$ cat config.mk
export PLATFORM = sky130hd
export DESIGN_NAME = counter_pair_monitor
export DESIGN_NICKNAME = d
export VERILOG_FILES = /design/src/rtl/counter_pair_monitor.sv
export SDC_FILE = /design/constraint.sdc
export NUM_CORES = 1
export LEC_CHECK = 0
export BUFFER_PORTS_ARGS = -buffer_cell sky130_fd_sc_hd__buf_2
export CAP_MARGIN = 20
export CORE_ASPECT_RATIO = 1.5
export CORE_UTILIZATION = 40
export DETAILED_ROUTE_END_ITERATION = 10
export PLACE_DENSITY = 0.57
export SLEW_MARGIN = 20
export SYNTH_ARGS = -nofsm -noshare
export SYNTH_HDL_FRONTEND = slang
export SYNTH_SLANG_ARGS = --single-unit
$ cat constraint.sdc
create_clock -name clk -period 3.4 [get_ports clk]
set_input_delay 0.68 -clock clk [delete_from_list [all_inputs] [get_ports clk]]
set_output_delay 0.68 -clock clk [all_outputs]
set_load 0.01 [all_outputs]
$ cat src/rtl/counter_pair_monitor.sv
// Checks that two free-running counters only hold or step by one, registers their
// wrapped sum, and drives a timed reset request whenever that sum crosses THRESH.
module counter_pair_monitor #(
   parameter int SIZE    = 8,
   parameter int THRESH  = 8,
   parameter int INIT1   = 0,
   parameter int INIT2   = 1,
   parameter int RST_LEN = 2,
   parameter int TIMEOUT = 16,
   parameter int CNT_W   = 8
) (
   input  logic             clk,
   input  logic             rst,
   input  logic [SIZE-1:0]  val1,
   input  logic [SIZE-1:0]  val2,
   output logic [SIZE-1:0]  sum,
   output logic             rst_req,
   output logic             busy,
   output logic             err,
   output logic [2:0]       err_code,
   output logic [CNT_W-1:0] rst_cnt
);

   typedef enum logic [1:0] {S_INIT, S_TRACK, S_REQ, S_WAIT} state_t;

   localparam int RW = (RST_LEN > 1) ? $clog2(RST_LEN) : 1;
   localparam int WW = (TIMEOUT > 1) ? $clog2(TIMEOUT) : 1;
   localparam logic [RW-1:0]   REQ_LAST  = RW'(RST_LEN - 1);
   localparam logic [WW-1:0]   WAIT_LAST = WW'(TIMEOUT - 1);
   localparam logic [SIZE-1:0] INIT1_V   = SIZE'(INIT1);
   localparam logic [SIZE-1:0] INIT2_V   = SIZE'(INIT2);
   localparam logic [SIZE:0]   THRESH_V  = (SIZE+1)'(THRESH);

   state_t          state;
   logic [SIZE-1:0] prev1, prev2;
   logic [RW-1:0]   reqCount;
   logic [WW-1:0]   waitCount;

   logic [SIZE-1:0] curSum, step1, step2;
   logic            recovering, bad1, bad2, match, crossing, timeoutHit;
   logic [2:0]      newCode;

   // A counter snapping back to its init value is only legal while we are asking for it.
   always_comb begin
      curSum     = val1 + val2;
      step1      = val1 - prev1;
      step2      = val2 - prev2;
      recovering = (state == S_REQ) || (state == S_WAIT);
      bad1       = (state != S_INIT) && (step1 > SIZE'(1)) && !(recovering && (val1 == INIT1_V));
      bad2       = (state != S_INIT) && (step2 > SIZE'(1)) && !(recovering && (val2 == INIT2_V));
      match      = (val1 == INIT1_V) && (val2 == INIT2_V);
      crossing   = ({1'b0, curSum} > THRESH_V);
      timeoutHit = (state == S_WAIT) && !match && (waitCount == WAIT_LAST);
      newCode    = err_code | {timeoutHit, bad2, bad1};
   end

   // Datapath registers and the request/wait sequencer share one clocked block.
   always_ff @(posedge clk or posedge rst) begin
      if (rst) begin
         state     <= S_INIT;
         sum       <= '0;
         rst_req   <= 1'b0;
         busy      <= 1'b0;
         err       <= 1'b0;
         err_code  <= '0;
         rst_cnt   <= '0;
         prev1     <= '0;
         prev2     <= '0;
         reqCount  <= '0;
         waitCount <= '0;
      end else begin
         sum      <= curSum;
         prev1    <= val1;
         prev2    <= val2;
         err_code <= newCode;
         err      <= |newCode;
         case (state)
            S_INIT: state <= S_TRACK;
            S_TRACK: begin
               if (crossing) begin
                  state    <= S_REQ;
                  rst_req  <= 1'b1;
                  busy     <= 1'b1;
                  reqCount <= '0;
               end
            end
            S_REQ: begin
               if (reqCount == REQ_LAST) begin
                  state     <= S_WAIT;
                  rst_req   <= 1'b0;
                  waitCount <= '0;
               end else begin
                  reqCount <= reqCount + RW'(1);
               end
            end
            S_WAIT: begin
               // A match on the final timeout cycle still counts as a completed reset.
               if (match) begin
                  state <= S_TRACK;
                  busy  <= 1'b0;
                  if (rst_cnt != '1)
                     rst_cnt <= rst_cnt + CNT_W'(1);
               end else if (timeoutHit) begin
                  state    <= S_REQ;
                  rst_req  <= 1'b1;
                  reqCount <= '0;
               end else begin
                  waitCount <= waitCount + WW'(1);
               end
            end
            default: state <= S_INIT;
         endcase
      end
   end

endmodule

==> results.yml <==
critical_path:
  path_class: "in -> reg"
  reg2reg_from: "prev1[0]"
  critPathCaptureType: "register"
  timing.rr.end: "err"
  critPathRequiredTime_ns: 3.58
  crit_end: "rst_req"
  crit_arrival_ns: 2.90
  cp-start-kind: "primary input"
  cp_max_fo: 4
  worst-r2r-setup-slack_ns: 1.00
  rr_worst_depth: 8
  crit_start: "val2[0]"
global_route:
  antenna_found_initial: 0
  grt_pass1_wl_mm: 8.71
  grt_usage_pct: 17.1
  grt_max_degree: 46
  grt_pass1_vias: 1882
  grt-ovfl-total: 0
drt:
  via_per_inst: 5.21
  wl_per_cell_um: 14.4
  dr_total_vias: 1912
  drc: 0
  first_pass_iters: 4
  totalWireLength_mm: 5.27
  drt-initial-drc-count: 97
  ant_nets: 0
sta:
  finalHoldViolCount: 0
  worstMarginPinSlew_ns: 0.930
  period_needed_ns: 2.72
  tns_ns: 0
  period_share_pct: 79.9
  whs_ns: 0.498
  finClkSkew_ns: 0.00616
  clock.fmax_mhz: 368
  setup_viol: 0
  grt_setup_unrepaired: "no"
  finalMaxSlewViolations: 0
  relSlewSlack_pct: 37.9
floorplan:
  io_pins: 40
  dieArea_um2: 6850
  dieHeight_um: 101
  core_um2: 6220
  fp.dieW_um: 67.9
  start_util_pct: 41.9
  row_count: 35
synth:
  synth_most_common_cell: "dfrtp_1"
  avgSynthCellArea_um2: 10.5
  async_flop_share_pct: 100
  yosys.area.top_type_share_pct: 43.2
  synth_cell_types: 54
  ys_seq_area_share_pct: 43.2
  synth_seq_cells: 45
  synth_common_cells: "dfrtp_1 (45), inv_1 (30), ha_1 (23)"
  yosys.area.top_type: "dfrtp_1"
  yosysWarnings: 0
  synthFlopType: "dfrtp_1"
  synth_cells: 248
  synth-edff-count: 0
  synth_area_um2: 2610
  syn_nets: 292
  synth.area.top_cells: "dfrtp_1 (43%), ha_1 (11%), inv_1 (4.3%)"
power:
  vdd_drop_max_mv: 0.354
  p_per_area_nw_per_um2: 459
  p_leak_nw: 1.43
  power_w: 0.00137
clock_tree:
  postCtsSetupRepairBufs: 0
  clock_path_buffers: 2
  clk_latency_ns: 0.30
  cts_buffers: 5
  hold_buffers: 0
  htreeDepth: 2
  clk_pin_slew_ns: 0.09
  cts_resized: 0
  cts_tree: "done"
  root_buffer: "clkbuf_8"
  cts.sinks: 45
placement:
  gp_congestion: 0.815
  post-dp-hpwl_mm: 3.98
  port_buffers: 39
  placedCellCount: 360
  dpl_cell_area_um2: 2890
finish:
  finalInstanceArea_um2: 2980
  diodes: 0
  fillers: 621
  nets: 337
  syn_to_final_growth_pct: 14.4
  drive_gt1_share_pct: 20.1
  fin_cells: 367
hold_path:
  hold_class: "reg -> reg"
  worstHoldStart: "rst_cnt[7]"
run_status:
  outcome: "finished clean"
flow_run:
  maxCapViolCount: 0
[metrics by stage]
stage                     worst slack, ns  utilization [%]
after floorplan                     0.729                -
after global placement              0.401             46.5
after detailed placement            0.325             46.5
after CTS                           0.632             47.9
after global routing                0.414             47.9
final                               0.683             47.9
[area by class of cell]
type	instances	area [um2]	area share (%)
repair buffers	39	195	6.55
clock buffers	6	82.6	2.77
inverters	31	116	3.90
flip-flops and latches	45	1130	37.8
multi-input cells	171	1360	45.6
well taps	74	92.6	3.11
clock inverters	1	7.51	0.252
[critical path, stage by stage]
cell      delay (ns)
buf_2           0.13
ha_1            0.19
inv_1           0.06
fa_1            0.38
nand2b_1        0.18
a21oi_1         0.21
nor4_1          0.07
a311oi_1        0.48
nand3_1         0.22
a211o_1         0.30
[worst min path at each step]
stage | end | slack (ns) | cells after the start
2_1_floorplan | waitCount[0] | 0.49 | 1
3_3_place_gp | rst_cnt[6] | 0.48 | 1
3_5_place_dp | rst_cnt[7] | 0.48 | 1
4_1_cts | rst_cnt[7] | 0.50 | 1
5_1_grt | rst_cnt[7] | 0.52 | 1
6_report | rst_cnt[7] | 0.50 | 1
[where the power goes]
group / internal, W / switching (W)
clock network: 0.000161 / 0.000182
registers: 0.000601 / 0.0000465
logic: 0.000158 / 0.000218
[cells by family (layout without fill, tap and decap cells)]
kind of cell               count (synthesis)  count (layout)  share of synthesized area, %
and+or+nand+nor                           67              67                          15.3
AOI/OAI and AO/OA                         54              54                          15.3
DFF                                       45              45                          43.2
buffers and inverters                     32              77                          4.61
adders and majority gates                 26              26                          13.3
xor gates and xnor gates                  21              21                          7.06
muxes                                      3               3                          1.20
[sequential cells by signal, summed over array words and instances (netlist names)]
register	cells
prev1	8
prev2	8
rst_cnt	8
sum	8
waitCount	4
err_code	3
state	2
busy	1
err	1
reqCount	1
rst_req	1
[per-layer routing]
layer / routed length [um] / track usage (%)
met5: 0 / 0
met1: 2440 / 22.2
met2: 2570 / 27.4
met3: 193 / 3.62
met4: 70 / 6.25
[placed cells by master (no fill, tap or decap), types with 2 or more instances in the layout]
| cell | count |
|---|---|
| dfrtp_1 | 45 |
| buf_2 | 39 |
| inv_1 | 29 |
| ha_1 | 23 |
| nor2_1 | 16 |
| a21oi_1 | 14 |
| xor2_1 | 11 |
| xnor2_1 | 10 |
| nand2_1 | 7 |
| a31oi_1 | 7 |
| nor4_1 | 6 |
| o21ai_0 | 6 |
| clkbuf_8 | 6 |
| nand3_1 | 5 |
| nand4_1 | 5 |
| nand2b_1 | 5 |
| nor3b_1 | 4 |
| a21o_1 | 4 |
| or3_1 | 3 |
| fa_1 | 3 |
| inv_2 | 2 |
| and3_1 | 2 |
| a211o_1 | 2 |
| a211oi_2 | 2 |
| o221ai_1 | 2 |
| mux2i_1 | 2 |
| o2111ai_1 | 2 |
| o21bai_1 | 2 |
| and2_1 | 2 |
(Power assumes the default switching activity.)
